$ cat src/rtl/blink_pattern_rx.sv
// blink_pattern_rx
//   Receive end of the pin-level blink link. A blink generator sends one bit
//   every 2^SLOT_LOG2 clocks, LSB first, FRAME_BITS bits per frame. A frame
//   starts with a rising edge after at least SYNC_ZEROS low slots. This block
//   recovers the slot timing, captures each frame and compares it with
//   EXPECTED.
//
//   Build option: GLITCH_FILTER_EN
//     defined   - the synchronized pin is only accepted after 3 consecutive
//                 equal samples (+2 cycles latency, pulses < 3 cycles dropped)
//     undefined - every transition of the synchronized pin is an edge
//
// Ports
//   clk          in   system clock
//   rst_n        in   asynchronous active-low reset
//   pin          in   asynchronous serial blink input
//   pattern      out  last complete frame, bit0 = first slot received
//   frame_valid  out  1-cycle pulse: pattern/match updated
//   match        out  last frame == EXPECTED
//   locked       out  set on a matching frame, cleared on mismatch or frame_err
//   frame_err    out  1-cycle pulse: new frame start before the frame completed
//   frame_count  out  number of frame_valid pulses, wraps 255 -> 0
//
// state | meaning
// ------+-------------------------------------------------------------
// HUNT  | idle, waiting for a rise after a long enough low run
// RECV  | receiving a frame, slot timer running, sampling mid-slot

module blink_pattern_rx #(
  parameter int unsigned SLOT_LOG2  = 21,
  parameter int unsigned FRAME_BITS = 32,
  parameter int unsigned SYNC_ZEROS = 4,
  parameter logic [31:0] EXPECTED   = 32'h071C71C7
) (
  input  logic                  clk,
  input  logic                  rst_n,
  input  logic                  pin,
  output logic [FRAME_BITS-1:0] pattern,
  output logic                  frame_valid,
  output logic                  match,
  output logic                  locked,
  output logic                  frame_err,
  output logic [7:0]            frame_count
);

  localparam int unsigned LW = SLOT_LOG2 + 4;
  localparam int unsigned BW = $clog2(FRAME_BITS);

  // Minimum low run before a rise counts as a frame start: SYNC_ZEROS slots
  // minus half a slot of slack for clock mismatch between the two ends.
  localparam logic [LW-1:0] START_MIN =
    LW'((SYNC_ZEROS << SLOT_LOG2) - (1 << (SLOT_LOG2 - 1)));
  localparam logic [SLOT_LOG2-1:0] T_HALF   = SLOT_LOG2'(1 << (SLOT_LOG2 - 1));
  localparam logic [SLOT_LOG2-1:0] T_SAMPLE = SLOT_LOG2'((1 << (SLOT_LOG2 - 1)) - 1);
  localparam logic [SLOT_LOG2-1:0] T_MAX    = '1;
  localparam logic [BW-1:0]        B_LAST   = BW'(FRAME_BITS - 1);
  localparam logic [LW-1:0]        LOW_SAT  = '1;

  typedef enum logic {
    HUNT = 1'b0,
    RECV = 1'b1
  } state_e;

  state_e                state_q, state_d;
  logic                  sync1_q, sync1_d;
  logic                  sync2_q, sync2_d;
  logic                  s;
  logic                  s_q, s_d;
  logic [LW-1:0]         lowrun_q, lowrun_d;
  logic [SLOT_LOG2-1:0]  t_q, t_d;
  logic [BW-1:0]         b_q, b_d;
  logic [FRAME_BITS-1:0] shift_q, shift_d;
  logic [FRAME_BITS-1:0] pattern_q, pattern_d;
  logic                  frame_valid_q, frame_valid_d;
  logic                  match_q, match_d;
  logic                  locked_q, locked_d;
  logic                  frame_err_q, frame_err_d;
  logic [7:0]            frame_count_q, frame_count_d;

  logic                  rise;
  logic                  fall;
  logic                  edge_det;
  logic                  start;
  logic                  frame_eq;
  logic [FRAME_BITS-1:0] frame_w;

  assign sync1_d = pin;
  assign sync2_d = sync1_q;

`ifdef GLITCH_FILTER_EN
  logic [1:0] hist_q, hist_d;
  logic       filt_q, filt_d;

  // The filtered level follows the synchronizer only once the current and
  // the two previous samples agree; the decision is used combinationally so
  // the added latency is exactly two cycles.
  always_comb begin
    hist_d = {hist_q[0], sync2_q};
    filt_d = filt_q;
    if ((sync2_q == hist_q[0]) && (sync2_q == hist_q[1])) begin
      filt_d = sync2_q;
    end
  end

  assign s = filt_d;

  always_ff @(posedge clk or negedge rst_n) begin
    if (!rst_n) begin
      hist_q <= '0;
      filt_q <= 1'b0;
    end else begin
      hist_q <= hist_d;
      filt_q <= filt_d;
    end
  end
`else
  assign s = sync2_q;
`endif

  assign s_d      = s;
  assign rise     = s & ~s_q;
  assign fall     = ~s & s_q;
  assign edge_det = rise | fall;
  assign start    = rise && (lowrun_q >= START_MIN);

  // Low-run counter runs in every state; it is what qualifies a frame start.
  always_comb begin
    lowrun_d = lowrun_q;
    if (s) begin
      lowrun_d = '0;
    end else if (lowrun_q != LOW_SAT) begin
      lowrun_d = lowrun_q + 1'b1;
    end
  end

  // Current frame with the slot being sampled merged in.
  always_comb begin
    frame_w      = shift_q;
    frame_w[b_q] = s;
  end

  assign frame_eq = (frame_w == EXPECTED[FRAME_BITS-1:0]);

  always_comb begin
    state_d       = state_q;
    t_d           = t_q;
    b_d           = b_q;
    shift_d       = shift_q;
    pattern_d     = pattern_q;
    frame_valid_d = 1'b0;
    match_d       = match_q;
    locked_d      = locked_q;
    frame_err_d   = 1'b0;
    frame_count_d = frame_count_q;

    case (state_q)
      HUNT: begin
        if (start) begin
          state_d = RECV;
          t_d     = '0;
          b_d     = '0;
          shift_d = '0;
        end
      end

      RECV: begin
        if (start) begin
          // Frame cut short by a new start: report it, keep the last good
          // pattern, and begin receiving the new frame straight away.
          frame_err_d = 1'b1;
          locked_d    = 1'b0;
          t_d         = '0;
          b_d         = '0;
          shift_d     = '0;
        end else begin
          t_d = t_q + 1'b1;
          if (t_q == T_MAX) begin
            b_d = b_q + 1'b1;
          end

          if (t_q == T_SAMPLE) begin
            shift_d = frame_w;
            if (b_q == B_LAST) begin
              pattern_d     = frame_w;
              match_d       = frame_eq;
              locked_d      = frame_eq;
              frame_valid_d = 1'b1;
              frame_count_d = frame_count_q + 8'd1;
              state_d       = HUNT;
            end
          end

          // Realign on every edge. An edge in the second half of the slot
          // means the sender is ahead of us: it already started the next bit.
          if (edge_det) begin
            t_d = '0;
            if (t_q >= T_HALF) begin
              b_d = b_q + 1'b1;
            end else begin
              b_d = b_q;
            end
          end
        end
      end

      default: state_d = HUNT;
    endcase
  end

  always_ff @(posedge clk or negedge rst_n) begin
    if (!rst_n) begin
      state_q       <= HUNT;
      sync1_q       <= 1'b0;
      sync2_q       <= 1'b0;
      s_q           <= 1'b0;
      lowrun_q      <= '0;
      t_q           <= '0;
      b_q           <= '0;
      shift_q       <= '0;
      pattern_q     <= '0;
      frame_valid_q <= 1'b0;
      match_q       <= 1'b0;
      locked_q      <= 1'b0;
      frame_err_q   <= 1'b0;
      frame_count_q <= '0;
    end else begin
      state_q       <= state_d;
      sync1_q       <= sync1_d;
      sync2_q       <= sync2_d;
      s_q           <= s_d;
      lowrun_q      <= lowrun_d;
      t_q           <= t_d;
      b_q           <= b_d;
      shift_q       <= shift_d;
      pattern_q     <= pattern_d;
      frame_valid_q <= frame_valid_d;
      match_q       <= match_d;
      locked_q      <= locked_d;
      frame_err_q   <= frame_err_d;
      frame_count_q <= frame_count_d;
    end
  end

  assign pattern     = pattern_q;
  assign frame_valid = frame_valid_q;
  assign match       = match_q;
  assign locked      = locked_q;
  assign frame_err   = frame_err_q;
  assign frame_count = frame_count_q;

endmodule

$ cat config.mk
export PLATFORM = sky130hd
export DESIGN_NAME = blink_pattern_rx
export DESIGN_NICKNAME = d
export VERILOG_FILES = /design/src/rtl/blink_pattern_rx.sv
export SDC_FILE = /design/constraint.sdc
export NUM_CORES = 1
export LEC_CHECK = 0
export CAP_MARGIN = 25
export CORE_MARGIN = 3
export CORE_UTILIZATION = 59
export CTS_CLUSTER_SIZE = 12
export DETAILED_ROUTE_END_ITERATION = 6
export PLACE_DENSITY = 0.81
export SYNTH_ARGS = -nofsm -noshare
export SYNTH_HDL_FRONTEND = slang
export SYNTH_SLANG_ARGS = --single-unit
$ cat constraint.sdc
create_clock -name clk -period 2.7 [get_ports clk]
set_input_delay 0.54 -clock clk [delete_from_list [all_inputs] [get_ports clk]]
set_output_delay 0.54 -clock clk [all_outputs]
set_load 0.005 [all_outputs]
==> summary.txt <==
STA
  – Final setup slack of the worst path: 0.1389 ns
  – Max Slew Vio Count: 0
  – Achievable Freq: 0.3905 GHz
  – Fin crit period: 2.561 ns
  – Tightest Pin Transition: 0.7132 ns
  – Final Hold Vio Count: 0
  – Slew HR: 52.34%
  – Clock Skew: 0.007688 ns
  – Setup TNS: 0 ns
  – Period utilisation layout: 94.86%
  – Final number of setup-violating endpoints: 0

Synthesis
  – Cells after synthesis: 655
  – Synth top area cells: dfrtp_1, o21ai_0, nand2_1
  – Synth Net Count: 668
  – Ys flop type: dfrtp_1
  – Yosys reg bits: 131
  – YS warnings: 0
  – Commonest cells post-synth: dfrtp_1, o21ai_0, nand2_1
  – Area leader, netlist: dfrtp_1
  – Register area share after synthesis: 51.75%
  – Post-synth EDFFs: 0
  – Asr flop ratio synth: 100.0%
  – Synthesized area: 6335 um2
  – Post-synth top area share: 51.75%
  – Cell with the most instances after synthesis: dfrtp_1
  – Syn avg cell area: 9.671 um2
  – Netlist cell types: 49

Global route
  – GRT overflow: 0
  – Largest net degree at the start of global routing: 66
  – Vias in the first global route: 4939
  – Initial antenna violation count: 0
  – Global-route wire length before repair: 24300 um
  – All-Layer GR Usage: 26.30%

Routing
  – Routed Antenna Nets: 0
  – Detailed Route Iter0 Violations: 483
  – First-pass iteration count of the detailed router: 5
  – Final wirelength: 14660 um
  – Wirelength per Cell: 17.17 um
  – Vias: 5210
  – Final routed DRC violation total: 0
  – Via-per-instance ratio: 6.101

Worst setup path
  – Worst setup startpoint: b_q[0]
  – R2R Setup Slk: 0.14 ns
  – CP Launch Type: flop
  – Setup crit end kind: flop
  – Crit-path max FO: 8
  – Worst reg2reg endpoint: match
  – Reg2reg start: b_q[0]
  – Arr. time, crit path: 3.03 ns
  – Depth of the worst register-to-register path: 8
  – WP data required: 3.17 ns
  – Kind of critical path: flop to flop

Die
  – Die Area: 12020 um2
  – Die height: 109.6 um
  – Std-Cell Core Area: 10370 um2
  – Die width: 109.6 um
  – Row cnt: 37
  – I/O Pins: 47
  – Initial Util: 61.09%

Pwr
  – Internal power: 3.298 mW
  – Pleak: 3.315 nW
  – Worst VDD drop: 0.0005195 V
  – Pwr dens: 547.6 nW/um2
  – Seq pwr share: 47.5%
  – P_sw: 868.6 uW
  – Clock power frac: 50.5%
  – Sw Ratio: 20.85%
  – Logic pwr share: 2.0%
  – Power Total: 4.166 mW

Final layout
  – Ant diodes: 0
  – Final core utilization: 73.37%
  – Share of post-route cells with drive strength above 1: 10.17%
  – Synth-to-layout area growth: 20.11%
  – Final net count: 719

CTS
  – Worst-Skew Late Latency: 0.54 ns
  – Hold_buf cts: 0
  – Clk buf depth: 2
  – CTS tree: done
  – Setup bufs post-CTS: 0
  – Worst-path clk slew: 0.06 ns
  – CTS Buf Count: 17
  – Clock Sinks: 131
  – H-tree Lvls: 4
  – Cts repair resizes: 2
  – Root buffer cell: clkbuf_8

Placement
  – Gpl congestion: 0.8269
  – Port Buf Inserts: 46
  – Dpl hpwl: 9640 um
  – Dpl ws: 0.02198 ns

Job
  – Max Cap Violations: 0

Min path
  – Hold Path Class: input port to asynchronous set/reset pin

Run status
  – Status: finished clean
-- critical path, cell delays in order (launching register included) --
cell and delay, ns:
dfrtp_1 0.41, inv_1 0.15, ha_2 0.28, nor4b_2 0.32, mux2i_1 0.16, or4b_1 0.51, nor4_2 0.30, nand4_1 0.19
o21ai_1 0.16
-- cell type report --
cell class	instances	area (um2)
well taps	136	170.2
multi-input cells	471	2895
fillers	735	2761
inverters	10	37.54
flip-flops and latches	131	3279
clock buffers	26	488.0
clock inverters	5	50.05
repair buffers	75	688.2
-- layout by cell type, fill, tap and decap left out, types with 12 or more instances in the layout --
| master | instances |
|---|---|
| clkbuf_16 | 16 |
| buf_4 | 29 |
| and3_1 | 16 |
| nand4b_1 | 18 |
| dfrtp_1 | 130 |
| nand3_1 | 14 |
| clkdlybuf4s50_1 | 45 |
| nand2_1 | 92 |
| xor2_1 | 12 |
| mux2i_1 | 32 |
| a21oi_1 | 17 |
| xnor2_1 | 12 |
| o21ai_0 | 105 |
| nor2_1 | 36 |
| nand4_1 | 21 |
-- sequential cells by signal, summed over array words and instances (netlist names) --
name	count
locked	1
s_q	1
b_q	5
shift_q	32
lowrun_q	25
pattern	32
state_q	1
t_q	21
frame_valid	1
frame_count	8
frame_err	1
sync1_q	1
s	1
match	1
-- how the worst max path moves through the flow --
stage / slack, ns / end
after floorplan: 0.40 / locked
final: 0.14 / match
after detailed placement: 0.02 / match
after global routing: -0.02 / match
after global placement: 0.22 / match
after CTS: 0.04 / match
-- per-layer routing --
| layer | GRT usage [%] | vias up | share of wire [%] |
|---|---|---|---|
| met5 | 0 | - | 0 |
| met1 | 36.22 | 2567 | 45 |
| met4 | 9.083 | 0 | 1.6 |
| li1 | - | 2439 | - |
| met3 | 7.751 | 23 | 6.5 |
| met2 | 39.97 | 181 | 47 |
-- power groups by stage --
stage               registers, mW  clock network, mW  logic (mW)
floorplan                    2.01                  0      0.0284
global placement             2.01                  0      0.0815
detailed placement           2.01                  0      0.0849
CTS                          1.98               2.12      0.0856
global route                 1.98               2.24      0.0956
finish                       1.98               2.11      0.0827
-- through the flow --
stage,hold WS (ns),area [um2],instances
final,0.01372,7609,854
after global routing,0.04126,7609,854
after CTS,0.02976,7575,854
after detailed placement,0.3535,7024,823
after global placement,0.3327,7024,823
after floorplan,0.2444,6335,655
-- cell families after synthesis --
logic type	count (synthesis)	synth area share (%)
AND/OR/NAND/NOR	254	21.51
AO/OA/AOI/OAI	150	12.82
flip-flops	131	51.75
buffers and inverters	53	3.397
multiplexers	33	5.234
XOR/XNOR	24	3.318
adder cells (fa/ha/maj)	10	1.975
No activity file was read; power rests on OpenSTA's default activity.
